`src/rtl/axis_in_mch_if.sv`:
```
// rtl/axis_in_mch_if.sv - AXI4-Stream coefficient input bundle for axis_in_mch
interface axis_in_mch_if #(
  parameter int D_WIDTH = 16
);
  logic [D_WIDTH-1:0] tdata;
  logic               tvalid;
  logic               tlast;
  logic               tready;

  modport master (output tdata, output tvalid, output tlast, input tready);
  modport slave  (input tdata, input tvalid, input tlast, output tready);
endinterface

```
`src/rtl/axis_in_mch.sv`:
```
// rtl/axis_in_mch.sv - multi-polynomial AXIS loader with zero padding and banked addressing
// Optional macro AXIS_IN_ERR_EN adds sticky err_short / err_long flags.
module axis_in_mch #(
  parameter int N       = 541,
  parameter int M       = 1,
  parameter int D_WIDTH = 16,
  parameter int NCH     = 2,
  localparam int HW     = (N > 2) ? $clog2(N) : 1,
  localparam int NB     = (N + M - 1) / M,
  localparam int AHW    = (NB > 1) ? $clog2(NB) : 1,
  localparam int LW     = (M > 1) ? $clog2(M) : 1,
  localparam int MW     = (M == 1) ? HW : AHW + LW,
  localparam int CW     = (NCH > 1) ? $clog2(NCH) : 1
) (
  input  logic               clk,
  input  logic               reset,
  axis_in_mch_if.slave       din,
  output logic [D_WIDTH-1:0] write_data,
  output logic [HW-1:0]      write_addr_h,
  output logic [MW-1:0]      write_addr_m,
  output logic [CW-1:0]      write_ch,
  output logic               write_en,
  output logic               write_done
`ifdef AXIS_IN_ERR_EN
  ,
  output logic               err_short,
  output logic               err_long
`endif
);

  typedef enum logic [1:0] {IDLE, WRITE, PAD, DONE} state_t;

  state_t        state, state_nxt;
  logic [HW-1:0] ptr;
  logic [CW-1:0] ch;
  logic          step;
  logic          ch_end;
  logic          pad_enter;
  logic          last_idx;
  logic          last_ch;

  assign last_idx = (ptr == HW'(N - 1));
  assign last_ch  = (ch == CW'(NCH - 1));

  always_ff @(posedge clk or negedge reset) begin
    if (!reset) state <= IDLE;
    else        state <= state_nxt;
  end

  always_comb begin
    state_nxt  = state;
    din.tready = 1'b0;
    write_en   = 1'b0;
    write_data = '0;
    write_done = 1'b0;
    step       = 1'b0;
    ch_end     = 1'b0;
    pad_enter  = 1'b0;
    unique case (state)
      IDLE: begin
        if (din.tvalid) state_nxt = WRITE;
      end
      WRITE: begin
        din.tready = 1'b1;
        write_en   = din.tvalid;
        write_data = din.tdata;
        if (din.tvalid) begin
          // a full channel ends on its last index regardless of tlast
          if (last_idx) begin
            ch_end = 1'b1;
          end else begin
            step = 1'b1;
            if (din.tlast) begin
              pad_enter = 1'b1;
              state_nxt = PAD;
            end
          end
        end
      end
      PAD: begin
        write_en = 1'b1;
        if (last_idx) ch_end = 1'b1;
        else          step   = 1'b1;
      end
      DONE: begin
        write_done = 1'b1;
        state_nxt  = IDLE;
      end
      default: state_nxt = IDLE;
    endcase
    if (ch_end) state_nxt = last_ch ? DONE : WRITE;
  end

  always_ff @(posedge clk or negedge reset) begin
    if (!reset) begin
      ptr <= '0;
      ch  <= '0;
    end else if (ch_end) begin
      ptr <= '0;
      ch  <= last_ch ? '0 : ch + CW'(1);
    end else if (step) begin
      ptr <= ptr + HW'(1);
    end
  end

  assign write_addr_h = ptr;
  assign write_ch     = ch;

  generate
    if (M == 1) begin : g_linear
      assign write_addr_m = ptr;
    end else begin : g_bank
      logic [AHW-1:0] a_hi;
      logic [LW-1:0]  a_lo;

      always_ff @(posedge clk or negedge reset) begin
        if (!reset) begin
          a_hi <= '0;
          a_lo <= '0;
        end else if (ch_end) begin
          a_hi <= '0;
          a_lo <= '0;
        end else if (step) begin
          if (a_lo == LW'(M - 1)) begin
            a_lo <= '0;
            a_hi <= a_hi + AHW'(1);
          end else begin
            a_lo <= a_lo + LW'(1);
          end
        end
      end

      assign write_addr_m = {a_hi, a_lo};
    end
  endgenerate

`ifdef AXIS_IN_ERR_EN
  logic frame_start;
  assign frame_start = (state == IDLE) && din.tvalid;

  always_ff @(posedge clk or negedge reset) begin
    if (!reset) begin
      err_short <= 1'b0;
      err_long  <= 1'b0;
    end else if (frame_start) begin
      err_short <= 1'b0;
      err_long  <= 1'b0;
    end else begin
      if (pad_enter) err_short <= 1'b1;
      // a padded channel ends from PAD, so only a real final beat can be long
      if (ch_end && last_ch && (state == WRITE) && !din.tlast) err_long <= 1'b1;
    end
  end
`endif

endmodule

```
`src/flat_wrapper.sv`:
```
// flat-port wrapper written by rule: the top's interface ports become plain ports
module axis_in_mch_flat 
#(
  parameter int N       = 541,
  parameter int M       = 1,
  parameter int D_WIDTH = 16,
  parameter int NCH     = 2,
  localparam int HW     = (N > 2) ? $clog2(N) : 1,
  localparam int NB     = (N + M - 1) / M,
  localparam int AHW    = (NB > 1) ? $clog2(NB) : 1,
  localparam int LW     = (M > 1) ? $clog2(M) : 1,
  localparam int MW     = (M == 1) ? HW : AHW + LW,
  localparam int CW     = (NCH > 1) ? $clog2(NCH) : 1
)
  (clk, reset, write_data, write_addr_h, write_addr_m, write_ch, write_en, write_done, din_tdata, din_tvalid, din_tlast, din_tready);
  axis_in_mch_if #(.D_WIDTH(D_WIDTH)) din_i ();
  input  logic clk;
  input  logic reset;
  output logic [D_WIDTH-1:0] write_data;
  output logic [HW-1:0] write_addr_h;
  output logic [MW-1:0] write_addr_m;
  output logic [CW-1:0] write_ch;
  output logic write_en;
  output logic write_done;
  input wire logic [$bits(din_i.tdata)-1:0] din_tdata;
  input wire logic [$bits(din_i.tvalid)-1:0] din_tvalid;
  input wire logic [$bits(din_i.tlast)-1:0] din_tlast;
  output wire logic [$bits(din_i.tready)-1:0] din_tready;
  assign din_i.tdata = din_tdata;
  assign din_i.tvalid = din_tvalid;
  assign din_i.tlast = din_tlast;
  assign din_tready = din_i.tready;
  axis_in_mch #(.N(N), .M(M), .D_WIDTH(D_WIDTH), .NCH(NCH)) u_core (.clk(clk), .reset(reset), .din(din_i), .write_data(write_data), .write_addr_h(write_addr_h), .write_addr_m(write_addr_m), .write_ch(write_ch), .write_en(write_en), .write_done(write_done));
endmodule
```
`config.mk`:
```
export PLATFORM = sky130hd
export DESIGN_NAME = axis_in_mch_flat
export DESIGN_NICKNAME = d
export VERILOG_FILES = /design/src/rtl/axis_in_mch_if.sv /design/src/rtl/axis_in_mch.sv /design/src/flat_wrapper.sv
export SDC_FILE = /design/constraint.sdc
export NUM_CORES = 1
export LEC_CHECK = 0
export ABC_AREA = 1
export BUFFER_PORTS_ARGS = -buffer_cell sky130_fd_sc_hd__buf_2
export CORE_ASPECT_RATIO = 0.5
export CORE_UTILIZATION = 40
export CTS_BUF_LIST = sky130_fd_sc_hd__clkbuf_8
export CTS_CLUSTER_DIAMETER = 150
export DETAILED_ROUTE_END_ITERATION = 10
export PLACE_DENSITY = 0.76
export SLEW_MARGIN = 40
export SYNTH_ARGS = -nofsm -noshare
export SYNTH_HDL_FRONTEND = slang
export SYNTH_SLANG_ARGS = --single-unit
```
`constraint.sdc`:
```
create_clock -name clk -period 4 [get_ports clk]
set_input_delay 1.2 -clock clk [delete_from_list [all_inputs] [get_ports clk]]
set_output_delay 1.2 -clock clk [all_outputs]
set_load 0.005 [all_outputs]
```
======== After elaboration in Yosys (flattened, before gate mapping) ========
Cells that the tools add are included.
cells by class
  mux-type cells .......................... 20
  equal/unequal tests ..................... 8
  reductions and logical operators ........ 4
  add/sub/neg operators ................... 2
operators by type and width
  cell                     count
  $mux W10                 2
  $mux W16                 1
  $mux W2                  6
  $ne A3 B2 Y1 const B     4
  $add A10 B1 Y10 const B  1
  $eq A10 B10 Y1 const B   1
  $mux W1                  7
  $pmux W1 S2              3
  $pmux W2 S3              1
  $reduce_and A5 Y1        1
  $eq A2 B2 Y1 const B     2
  $reduce_bool A4 Y1       1
  $eq A2 B1 Y1 const B     1
  $logic_not A2 Y1         1
  $reduce_bool A2 Y1       1
  $add A1 B1 Y1 const B    1
storage, ports and cells
  output and inout port bits .............. 40
  bits in registers ....................... 13
  logic and storage cells ................. 37

======== Logic depth before layout (Yosys ltp) ========
Gate-level depths: netlist of the first run.
  depth in word-level cells ............... 6
  depth in mapped cells ................... 12
  depth with buffers taken out ............ 12

======== Worst setup path before layout of the first run ========
OpenSTA, ideal clock, no wires.
  kind .................................... input-to-output
  from .................................... input din_tvalid
  to ...................................... output write_en
  setup slack ............................. 1,331 ps
  stages .................................. 4
  buffers on the path ..................... 0
  arrival ................................. 1,469 ps
  required time ........................... 2,800 ps
  cells stage by stage .................... nand2_1 -> nand2_2 -> nand2_4 -> inv_4
on the way
  longest elaborated chain between the ends .. 1
RTL lines
  what                line                RTL
  start: declaration  flat_wrapper.sv:26  input wire logic [$bits(din_i.tvalid)-1:0] din_tvalid;
  $pmux W1 S2         axis_in_mch.sv:59   unique case (state)
  end: declaration    flat_wrapper.sv:23  output logic write_en;
No other way between the ends.

======== Final worst setup path of the first run ========
Ends and elaborated chain as after synthesis.

==> metrics.txt, run 1 <==
# TYPE chip_impl_metric gauge
chip_impl_metric{name="antenna_found_initial",unit=""} 0
chip_impl_metric{name="mapped_avg_cell_area",unit="µm²"} 6.82
chip_impl_metric{name="portBuffers",unit=""} 59
chip_impl_metric{name="io_pins",unit=""} 60
chip_impl_metric{name="routed_wl",unit="µm"} 2450
chip_impl_metric{name="nets",unit=""} 241
chip_impl_metric{name="drive_gt1_share",unit="%"} 36.0
chip_impl_metric{name="compound_gate_fraction_of_synth_area",unit="%"} 5.44
chip_impl_metric{name="route.vias.total",unit=""} 1131
chip_impl_metric{name="crit_arrival",unit="ps"} 1740
chip_impl_metric{name="postRouteAntennaNets",unit=""} 0
chip_impl_metric{name="period_share",unit="%"} 73.4
chip_impl_metric{name="setup.reg_to_reg.worst_slack",unit="ps"} 2360
chip_impl_metric{name="seqPwrFrac",unit="%"} 26.7
chip_impl_info{name="crit_chain",value="buf_2 > nand2_1 > nand2_2 > nand2_4 > inv_4 > buf_2"} 1
chip_impl_metric{name="final_util",unit="%"} 54.4
chip_impl_metric{name="first_pass_iters",unit=""} 4
chip_impl_metric{name="grt_remaining_overflow",unit=""} 0
chip_impl_metric{name="timing_worst_slew_pin_value",unit="ps"} 311
chip_impl_info{name="worst_path_most_repeated_cell",value="sky130_fd_sc_hd__buf_2"} 1
chip_impl_metric{name="chipWidth",unit="µm"} 76.3
chip_impl_info{name="unrepaired_setup_endpoints_after_global_routing",value="false"} 1
chip_impl_metric{name="reg2reg_depth",unit=""} 7
chip_impl_metric{name="final-max-slew-violation-count",unit=""} 0
chip_impl_metric{name="cts.reportedPaths.clkPinSlew",unit="ps"} 60
chip_impl_metric{name="synthToLayoutAreaGrowth",unit="%"} 28.1
chip_impl_info{name="timing.rr.end",value="u_core.write_addr_h[9]$_DFFE_PN0P_"} 1
chip_impl_info{name="clock_root_buffer_master",value="sky130_fd_sc_hd__clkbuf_8"} 1
chip_impl_metric{name="combinationalPowerShare",unit="%"} 59.7
chip_impl_metric{name="postSynthCellCount",unit=""} 162
chip_impl_metric{name="syn-cell-area",unit="µm²"} 1100
chip_impl_metric{name="setup_viol_count_final",unit=""} 0
chip_impl_metric{name="leakage",unit="nW"} 0.925
chip_impl_metric{name="worstSkewPairLatency",unit="ps"} 250
chip_impl_metric{name="sequential_cell_area",unit="µm²"} 325
chip_impl_metric{name="maxCapViolCount",unit=""} 0
chip_impl_metric{name="multi_input_comb_area",unit="µm²"} 547
chip_impl_metric{name="power",unit="W"} 0.000884
chip_impl_metric{name="mappedNetlistNets",unit=""} 188
chip_impl_info{name="endpoint_kind",value="primary output"} 1
chip_impl_metric{name="cts_num_sinks",unit=""} 13
chip_impl_metric{name="setup-tns-final",unit="ps"} 0
chip_impl_info{name="worst_r2r_startpoint",value="u_core.state[0]$_DFFE_PN0P_"} 1
chip_impl_metric{name="ys_warns",unit=""} 0
chip_impl_info{name="clock_tree_from_tritoncts",value="built"} 1
chip_impl_metric{name="ys_seq_area_share",unit="%"} 29.4
chip_impl_metric{name="fp.dieH",unit="µm"} 39.2
chip_impl_info{name="holdCritStartpoint",value="u_core.write_ch$_DFFE_PN0P_"} 1
chip_impl_metric{name="cts_made_buffers",unit=""} 3
chip_impl_info{name="main_combinational_cell_family_by_area_after_synthesis",value="simple AND/OR/NAND/NOR gates"} 1
chip_impl_metric{name="cellPowerDensity",unit="nW/µm²"} 624
chip_impl_metric{name="n_antenna_cell",unit=""} 0
chip_impl_metric{name="cellInternalPower",unit="W"} 0.000459
chip_impl_metric{name="synth_mux_area_share",unit="%"} 0
chip_impl_metric{name="cts_max_path_buffers",unit=""} 2
chip_impl_metric{name="area_of_the_die",unit="µm²"} 2990
chip_impl_metric{name="grt_pass1_vias",unit=""} 846
chip_impl_metric{name="peakVddDrop",unit="µV"} 199
chip_impl_metric{name="place_hpwl",unit="µm"} 1940
chip_impl_metric{name="cts_setup_buffers",unit=""} 0
chip_impl_info{name="cpMaxStageDelayCell",value="sky130_fd_sc_hd__buf_2"} 1
chip_impl_metric{name="cp_slowest_stage_delay",unit="ps"} 120
chip_impl_metric{name="timing_hold_violations_final",unit=""} 0
chip_impl_metric{name="number_of_synthesized_register_bits",unit=""} 13
chip_impl_metric{name="detailedRoute.firstIterationViolations",unit=""} 49
chip_impl_metric{name="post_drt_via_cell_ratio",unit=""} 4.51
chip_impl_metric{name="max-slew-margin-rel",unit="%"} 79.3
chip_impl_metric{name="placement_rows",unit=""} 13
chip_impl_metric{name="holdBufCountCts",unit=""} 0
chip_impl_metric{name="detail_route.wl_per_cell",unit="µm"} 9.78
chip_impl_metric{name="period_needed",unit="ps"} 2940
chip_impl_metric{name="gp_congestion",unit=""} 0.888
chip_impl_metric{name="initial_core_util",unit="%"} 42.5
chip_impl_metric{name="crit_path_max_fanout",unit=""} 7
chip_impl_metric{name="cts_repair_resize_count",unit=""} 0
chip_impl_metric{name="worst_ep_required_time",unit="ps"} 2800
chip_impl_metric{name="ys_types",unit=""} 26
chip_impl_metric{name="achievable-frequency",unit="GHz"} 0.341
chip_impl_metric{name="post_synth_and_or_nand_nor_area_fraction",unit="%"} 34.9
chip_impl_metric{name="clock_tree.htree_level_count",unit=""} 1
chip_impl_metric{name="switching_part_of_the_total",unit="%"} 48.1
chip_impl_info{name="timing.critical_path.from_type",value="primary input"} 1
chip_impl_metric{name="power.net_switching",unit="W"} 0.000425
chip_impl_info{name="run_status",value="finished, final reports clean"} 1
chip_impl_metric{name="whs_path_depth",unit=""} 2
chip_impl_metric{name="synth-adder-area-share",unit="%"} 6.80
chip_impl_metric{name="grt_pass1_wl",unit="µm"} 3530
chip_impl_metric{name="track_usage",unit="%"} 15.8
chip_impl_info{name="min-delay-path-class",value="reg -> reg"} 1
chip_impl_metric{name="dp_worst_setup_slack",unit="ps"} 1060
chip_impl_info{name="timing_worst_setup_path_type",value="in -> out"} 1
chip_impl_metric{name="crit_buf_inv",unit=""} 3
chip_impl_metric{name="placeableCoreArea",unit="µm²"} 2600
chip_impl_metric{name="dpl-instance-area",unit="µm²"} 1370
chip_impl_metric{name="fillCellCount",unit=""} 247
chip_impl_info{name="cp_top_family",value="buffers and inverters"} 1
chip_impl_metric{name="skew",unit="ps"} 2.20
chip_impl_metric{name="power_frac_clock",unit="%"} 13.6
chip_impl_metric{name="largest_net_degree_at_the_start_of_global_routing",unit=""} 21
chip_impl_info{name="min_to",value="u_core.write_ch$_DFFE_PN0P_"} 1
chip_impl_metric{name="postLayoutSetupSlackWorst",unit="ps"} 1060
chip_impl_metric{name="detail_route.drc_violations",unit=""} 0
chip_impl_metric{name="final_cell_area",unit="µm²"} 1420
chip_impl_metric{name="synth-xor-area-share",unit="%"} 2.38
[flip-flops by register name, indices dropped and copies added, names as in the netlist]
| name | cells |
|---|---|
| u_core.state | 2 |
| u_core.write_addr_h | 10 |
| u_core.write_ch | 1 |
[worst register-to-register path, delay by kind of cell (launching register included)]
family | cells | cell delay (ps)
simple gates | 4 | 510
flops | 1 | 390
fa+ha+maj | 1 | 380
compound gates | 1 | 170
buf+inv | 1 | 80
[how the worst max path moves through the flow]
| stage | depth (start not counted) | to | slack, ps | start |
|---|---|---|---|---|
| 3_5_place_dp | 6 | write_en | 1060 | din_tvalid |
| 5_1_grt | 6 | write_en | 1010 | din_tvalid |
| 4_1_cts | 6 | write_en | 1060 | din_tvalid |
| 6_report | 6 | write_en | 1060 | din_tvalid |
| 2_1_floorplan | 4 | write_en | 1330 | din_tvalid |
| 3_3_place_gp | 6 | write_en | 1080 | din_tvalid |
[power by group through the flow]
| stage | Combinational (W) | Clock [W] | Sequential, W |
|---|---|---|---|
| 6_report | 0.000528 | 0.000120 | 0.000236 |
| 3_3_place_gp | 0.000517 | 0 | 0.000236 |
| 2_1_floorplan | 0.000388 | 0 | 0.000231 |
| 5_1_grt | 0.000602 | 0.000126 | 0.000246 |
| 3_5_place_dp | 0.000530 | 0 | 0.000238 |
| 4_1_cts | 0.000533 | 0.000123 | 0.000235 |
[cells by family after synthesis]
kind of cell | after synthesis
XOR/XNOR | 3
flip-flops | 13
AND/OR/NAND/NOR | 77
AO/OA/AOI/OAI | 12
adder cells (fa/ha/maj) | 6
buffers and inverters | 51
[metal layers]
| layer | routed length [µm] | GRT usage, % |
|---|---|---|
| met1 | 1130 | 18.5 |
| met2 | 1170 | 30.4 |
| met3 | 158 | 4.71 |
| met4 | 0 | 1.44 |
| met5 | 0 | 0 |
[area by class of cell]
| class | count | area share (%) |
|---|---|---|
| Inverter | 39 | 10.5 |
| Clock inverter | 1 | 0.265 |
| Multi-Input combinational cell | 98 | 38.6 |
| Tap cell | 37 | 3.27 |
| Timing Repair Buffer | 60 | 21.4 |
| Sequential cell | 13 | 23.0 |
| Clock buffer | 3 | 2.92 |
[stage by stage]
stage	hold WS (ps)	instances
2_1_floorplan	486	162
3_3_place_gp	482	247
3_5_place_dp	491	247
4_1_cts	505	251
5_1_grt	525	251
6_report	494	251
[layout by cell type, fill, tap and decap left out, drive strengths merged]
cell type  synthesis  routed
nor2              11      11
clkbuf             0       3
inv               38      39
dfrtp             13      13
nor3b              1       1
a21oi              4       4
nand4              3       3
o21ai              8       8
nand3             12      12
nor4               1       1
ha                 6       6
clkinv             1       1
nand2             45      45
xor2               3       3
nor3               4       4
buf               12      60
[Yosys cell counts, drive strengths merged]
master / count / area [µm²]
a21oi: 4 / 20.0
buf: 12 / 83.8
clkinv: 1 / 3.75
dfrtp: 13 / 325
ha: 6 / 75.1
inv: 38 / 145
nand2: 45 / 186
nand3: 12 / 82.6
nand4: 3 / 18.8
nor2: 11 / 48.8
nor3: 4 / 35.0
nor3b: 1 / 7.51
nor4: 1 / 6.26
o21ai: 8 / 40.0
xor2: 3 / 26.3
Note: power is estimated with default switching activity, not from simulation.
==> inputs of run 2 (changes only) <==
--- a/config.mk
+++ b/config.mk
@@ -5,14 +5,13 @@
 export SDC_FILE = /design/constraint.sdc
 export NUM_CORES = 1
 export LEC_CHECK = 0
-export ABC_AREA = 1
+export ABC_AREA = 0
 export BUFFER_PORTS_ARGS = -buffer_cell sky130_fd_sc_hd__buf_2
-export CORE_ASPECT_RATIO = 0.5
-export CORE_UTILIZATION = 40
+export CORE_UTILIZATION = 39
 export CTS_BUF_LIST = sky130_fd_sc_hd__clkbuf_8
 export CTS_CLUSTER_DIAMETER = 150
 export DETAILED_ROUTE_END_ITERATION = 10
-export PLACE_DENSITY = 0.76
+export PLACE_DENSITY = 0.8
 export SLEW_MARGIN = 40
 export SYNTH_ARGS = -nofsm -noshare
 export SYNTH_HDL_FRONTEND = slang
==> constraint.sdc (replaced) <==
create_clock -name clk -period 2.6 [get_ports clk]
set_input_delay 0.78 -clock clk [delete_from_list [all_inputs] [get_ports clk]]
set_output_delay 0.78 -clock clk [all_outputs]
set_load 0.005 [all_outputs]
==> run 2 against run 1 <==
Compared with the run above: synthesized cell count down 33%; global-route usage up 3.4 points; clock power up 52%; highest routed layer is now met4; largest cell class unchanged; clock skew down 1.0 ps.
==> metrics.txt, run 2 <==
# TYPE chip_impl_metric gauge
chip_impl_info{name="run_status",value="finished, final reports clean"} 1
chip_impl_metric{name="largest_register_ff_count",unit=""} 10
chip_impl_metric{name="synth_largest_type_area_fraction",unit="%"} 34.3
chip_impl_metric{name="worst_ep_required_time",unit="ps"} 1820
chip_impl_metric{name="cts_num_sinks",unit=""} 13
chip_impl_metric{name="skew",unit="ps"} 1.17
chip_impl_info{name="most-common-layout-cells",value="59 x sky130_fd_sc_hd__buf_2, 17 x sky130_fd_sc_hd__and2_1, 13 x sky130_fd_sc_hd__dfrtp_1, 9 x sky130_fd_sc_hd__nor2_1, 7 x sky130_fd_sc_hd__inv_1"} 1
chip_impl_info{name="synthTopCellsByCount",value="17 x sky130_fd_sc_hd__and2_1, 13 x sky130_fd_sc_hd__dfrtp_1, 10 x sky130_fd_sc_hd__buf_4, 9 x sky130_fd_sc_hd__nor2_1"} 1
chip_impl_info{name="postSynth.topFlopCell",value="sky130_fd_sc_hd__dfrtp_1"} 1
chip_impl_metric{name="synth-xor-area-share",unit="%"} 7.39
chip_impl_info{name="timing.critical_path.from_type",value="flip-flop"} 1
chip_impl_metric{name="postSynthCellCount",unit=""} 108
chip_impl_metric{name="crit_path_max_fanout",unit=""} 6
chip_impl_metric{name="post_drt_via_cell_ratio",unit=""} 5.06
chip_impl_metric{name="period_needed",unit="ps"} 2380
chip_impl_metric{name="route.vias.total",unit=""} 951
chip_impl_metric{name="area_of_the_die",unit="µm²"} 2630
chip_impl_metric{name="cp_slowest_stage_delay",unit="ps"} 420
chip_impl_metric{name="gp_congestion",unit=""} 0.818
chip_impl_metric{name="clock_tree.htree_level_count",unit=""} 1
chip_impl_metric{name="syn-cell-area",unit="µm²"} 948
chip_impl_metric{name="compound_gate_fraction_of_synth_area",unit="%"} 8.44
chip_impl_metric{name="max-slew-margin-rel",unit="%"} 76.8
chip_impl_metric{name="initial_core_util",unit="%"} 42.1
chip_impl_metric{name="grt_pass1_vias",unit=""} 897
chip_impl_metric{name="chipWidth",unit="µm"} 51.3
chip_impl_metric{name="mapped_avg_cell_area",unit="µm²"} 8.78
chip_impl_info{name="main_combinational_cell_family_by_area_after_synthesis",value="simple AND/OR/NAND/NOR gates"} 1
chip_impl_metric{name="number_of_synthesized_register_bits",unit=""} 13
chip_impl_metric{name="cts_max_path_buffers",unit=""} 2
chip_impl_metric{name="fp.dieH",unit="µm"} 51.3
chip_impl_metric{name="period_share",unit="%"} 91.6
chip_impl_metric{name="peakVddDrop",unit="µV"} 418
chip_impl_metric{name="timing_worst_slew_pin_value",unit="ps"} 344
chip_impl_metric{name="synthToLayoutAreaGrowth",unit="%"} 31.7
chip_impl_info{name="clock_tree_from_tritoncts",value="built"} 1
chip_impl_metric{name="largest_net_degree_at_the_start_of_global_routing",unit=""} 22
chip_impl_metric{name="fillCellCount",unit=""} 231
chip_impl_info{name="timing_worst_setup_path_type",value="reg -> out"} 1
chip_impl_metric{name="antenna_found_initial",unit=""} 0
chip_impl_metric{name="cts_made_buffers",unit=""} 3
chip_impl_metric{name="ys_types",unit=""} 30
chip_impl_metric{name="ys_seq_area_share",unit="%"} 34.3
chip_impl_info{name="worst_path_most_repeated_cell",value="sky130_fd_sc_hd__inv_1"} 1
chip_impl_info{name="layout.cells.most_common",value="sky130_fd_sc_hd__buf_2"} 1
chip_impl_metric{name="placement_rows",unit=""} 17
chip_impl_metric{name="timing_hold_violations_final",unit=""} 0
chip_impl_metric{name="nets",unit=""} 187
chip_impl_metric{name="grt_pass1_wl",unit="µm"} 3740
chip_impl_metric{name="first_pass_iters",unit=""} 4
chip_impl_metric{name="synth-adder-area-share",unit="%"} 7.92
chip_impl_metric{name="postRouteAntennaNets",unit=""} 0
chip_impl_metric{name="drive_gt1_share",unit="%"} 43.1
chip_impl_metric{name="n_antenna_cell",unit=""} 0
chip_impl_info{name="clock_root_buffer_master",value="sky130_fd_sc_hd__clkbuf_8"} 1
chip_impl_metric{name="crit_arrival",unit="ps"} 1600
chip_impl_info{name="unrepaired_setup_endpoints_after_global_routing",value="false"} 1
chip_impl_metric{name="detailedRoute.firstIterationViolations",unit=""} 6
chip_impl_metric{name="track_usage",unit="%"} 19.2
chip_impl_metric{name="grt_remaining_overflow",unit=""} 0
chip_impl_metric{name="setup-tns-final",unit="ps"} 0
chip_impl_metric{name="io_pins",unit=""} 60
chip_impl_metric{name="maxCapViolCount",unit=""} 0
chip_impl_metric{name="synth-edff-count",unit=""} 0
chip_impl_metric{name="placeableCoreArea",unit="µm²"} 2250
chip_impl_metric{name="synth_mux_area_share",unit="%"} 0
chip_impl_metric{name="cts.reportedPaths.clkPinSlew",unit="ps"} 60
chip_impl_info{name="cpMaxStageDelayCell",value="sky130_fd_sc_hd__dfrtp_1"} 1
chip_impl_metric{name="setup.reg_to_reg.worst_slack",unit="ps"} 620
chip_impl_metric{name="cts_repair_resize_count",unit=""} 0
chip_impl_metric{name="final_cells",unit=""} 188
chip_impl_metric{name="reg2reg_depth",unit=""} 6
chip_impl_info{name="worst_r2r_startpoint",value="u_core.state[0]$_DFFE_PN0P_"} 1
chip_impl_metric{name="detail_route.wl_per_cell",unit="µm"} 12.3
chip_impl_info{name="endpoint_kind",value="primary output"} 1
chip_impl_info{name="synth.area.top_cells",value="sky130_fd_sc_hd__dfrtp_1 34%, sky130_fd_sc_hd__and2_1 11%, sky130_fd_sc_hd__buf_4 7.9%, sky130_fd_sc_hd__ha_1 7.9%, sky130_fd_sc_hd__xor2_1 5.5%"} 1
chip_impl_info{name="post-synth-top-area-cell",value="sky130_fd_sc_hd__dfrtp_1"} 1
chip_impl_metric{name="post_synth_and_or_nand_nor_area_fraction",unit="%"} 30.9
chip_impl_metric{name="leakage",unit="nW"} 0.738
chip_impl_metric{name="cellPowerDensity",unit="nW/µm²"} 322
chip_impl_metric{name="final-max-slew-violation-count",unit=""} 0
chip_impl_metric{name="synthArstFlopShare",unit="%"} 100
chip_impl_metric{name="detail_route.drc_violations",unit=""} 0
chip_impl_metric{name="mappedNetlistNets",unit=""} 134
chip_impl_metric{name="numPlacedInstances",unit=""} 184
chip_impl_metric{name="ys_warns",unit=""} 0
chip_impl_metric{name="worstSkewPairLatency",unit="ps"} 250
chip_impl_metric{name="sequential_cell_area",unit="µm²"} 325
chip_impl_metric{name="holdBufCountCts",unit=""} 0
chip_impl_metric{name="place_hpwl",unit="µm"} 1810
chip_impl_metric{name="setup_viol_count_final",unit=""} 0
chip_impl_info{name="cp_top_family",value="flip-flops"} 1
chip_impl_metric{name="routed_wl",unit="µm"} 2310
chip_impl_info{name="yosys.cell_count.top_type",value="sky130_fd_sc_hd__and2_1"} 1
chip_impl_metric{name="portBuffers",unit=""} 59
chip_impl_metric{name="crit_buf_inv",unit=""} 3
chip_impl_info{name="crit_chain",value="inv_1 > ha_1 > a21o_2 > nand2_1 > inv_1 > buf_2"} 1
chip_impl_info{name="min-delay-path-class",value="in -> async"} 1
chip_impl_metric{name="cts_setup_buffers",unit=""} 0
chip_impl_info{name="timing.rr.end",value="u_core.write_addr_h[9]$_DFFE_PN0P_"} 1
chip_impl_metric{name="achievable-frequency",unit="GHz"} 0.420
chip_impl_metric{name="multi_input_comb_area",unit="µm²"} 518
-- run 2: cell count changes after synthesis, moves of 2 or more --
cell                       delta
sky130_fd_sc_hd__inv_1       -30
sky130_fd_sc_hd__nand3_1      -4
sky130_fd_sc_hd__nand2_1     -34
sky130_fd_sc_hd__xor2_1       +3
sky130_fd_sc_hd__o21ai_0      -4
sky130_fd_sc_hd__nand2_2      -4
sky130_fd_sc_hd__clkbuf_1     +2
sky130_fd_sc_hd__nand2b_1     +2
sky130_fd_sc_hd__xnor2_1      +2
sky130_fd_sc_hd__and2_1      +17
sky130_fd_sc_hd__nor3_2       -3
-- run 2: cells by family (layout without fill, tap and decap cells) --
family | after synthesis | after routing
AOI/OAI and AO/OA | 12 | 12
xor gates and xnor gates | 8 | 8
adders and majority gates | 6 | 6
buffers and inverters | 18 | 70
DFF | 13 | 13
and+or+nand+nor | 51 | 51
-- run 2: metal layers --
metal	vias up	wire length [µm]	global-route usage, %
li1	456	-	-
met1	437	921	19.3
met2	56	1160	38.4
met3	2	201	5.36
met4	0	21	4.05
met5	-	0	0
-- run 2: through the flow --
stage | hold slack [ps] | utilization (%) | instance area (µm²) | setup WS, ps | total power [W]
6_report | 411 | 55.4 | 1250 | 219 | 0.000402
5_1_grt | 432 | 55.4 | 1250 | 91.7 | 0.000418
3_5_place_dp | 507 | 53.4 | 1200 | 285 | 0.000224
2_1_floorplan | 484 | - | 948 | 578 | 0.000206
4_1_cts | 417 | 55.4 | 1250 | 205 | 0.000408
3_3_place_gp | 511 | 53.4 | 1200 | 325 | 0.000223
-- run 2: layout make-up --
cell class | count | share of cell area (%)
clock buffer | 3 | 3.31
clock inverter | 1 | 0.301
inverter | 6 | 1.80
multi-input combinational | 77 | 41.5
sequential | 13 | 26.1
tap | 28 | 2.81
timing repair buffer | 60 | 24.2
-- run 2: how the worst max path moves through the flow --
| stage | endpoint | from | slack [ps] | depth (start not counted) |
|---|---|---|---|---|
| after detailed placement | write_en | din_tvalid | 290 | 5 |
| after global routing | write_en | u_core.state[0]$_DFFE_PN0P_ | 90 | 6 |
| after CTS | write_en | u_core.state[0]$_DFFE_PN0P_ | 210 | 6 |
| final | write_en | u_core.state[0]$_DFFE_PN0P_ | 220 | 6 |
| after floorplan | write_data[10] | u_core.state[1]$_DFFE_PN0P_ | 580 | 5 |
| after global placement | write_en | din_tvalid | 320 | 5 |
-- run 2: power breakdown --
group           total, W  leakage, nW  internal (W)  switching [W]
registers       0.000202        0.152      0.000202              0
logic          0.0000178        0.559     0.0000101     0.00000768
clock network   0.000182       0.0269      0.000105      0.0000776
total           0.000402        0.738      0.000317      0.0000853
-- run 2: worst reg2reg max path, cell delays in order (launching register included) --
cell	delay, ps
sky130_fd_sc_hd__dfrtp_1	420
sky130_fd_sc_hd__inv_1	80
sky130_fd_sc_hd__ha_1	390
sky130_fd_sc_hd__and4_4	270
sky130_fd_sc_hd__nand3_2	100
sky130_fd_sc_hd__or4_1	490
sky130_fd_sc_hd__a21oi_1	150
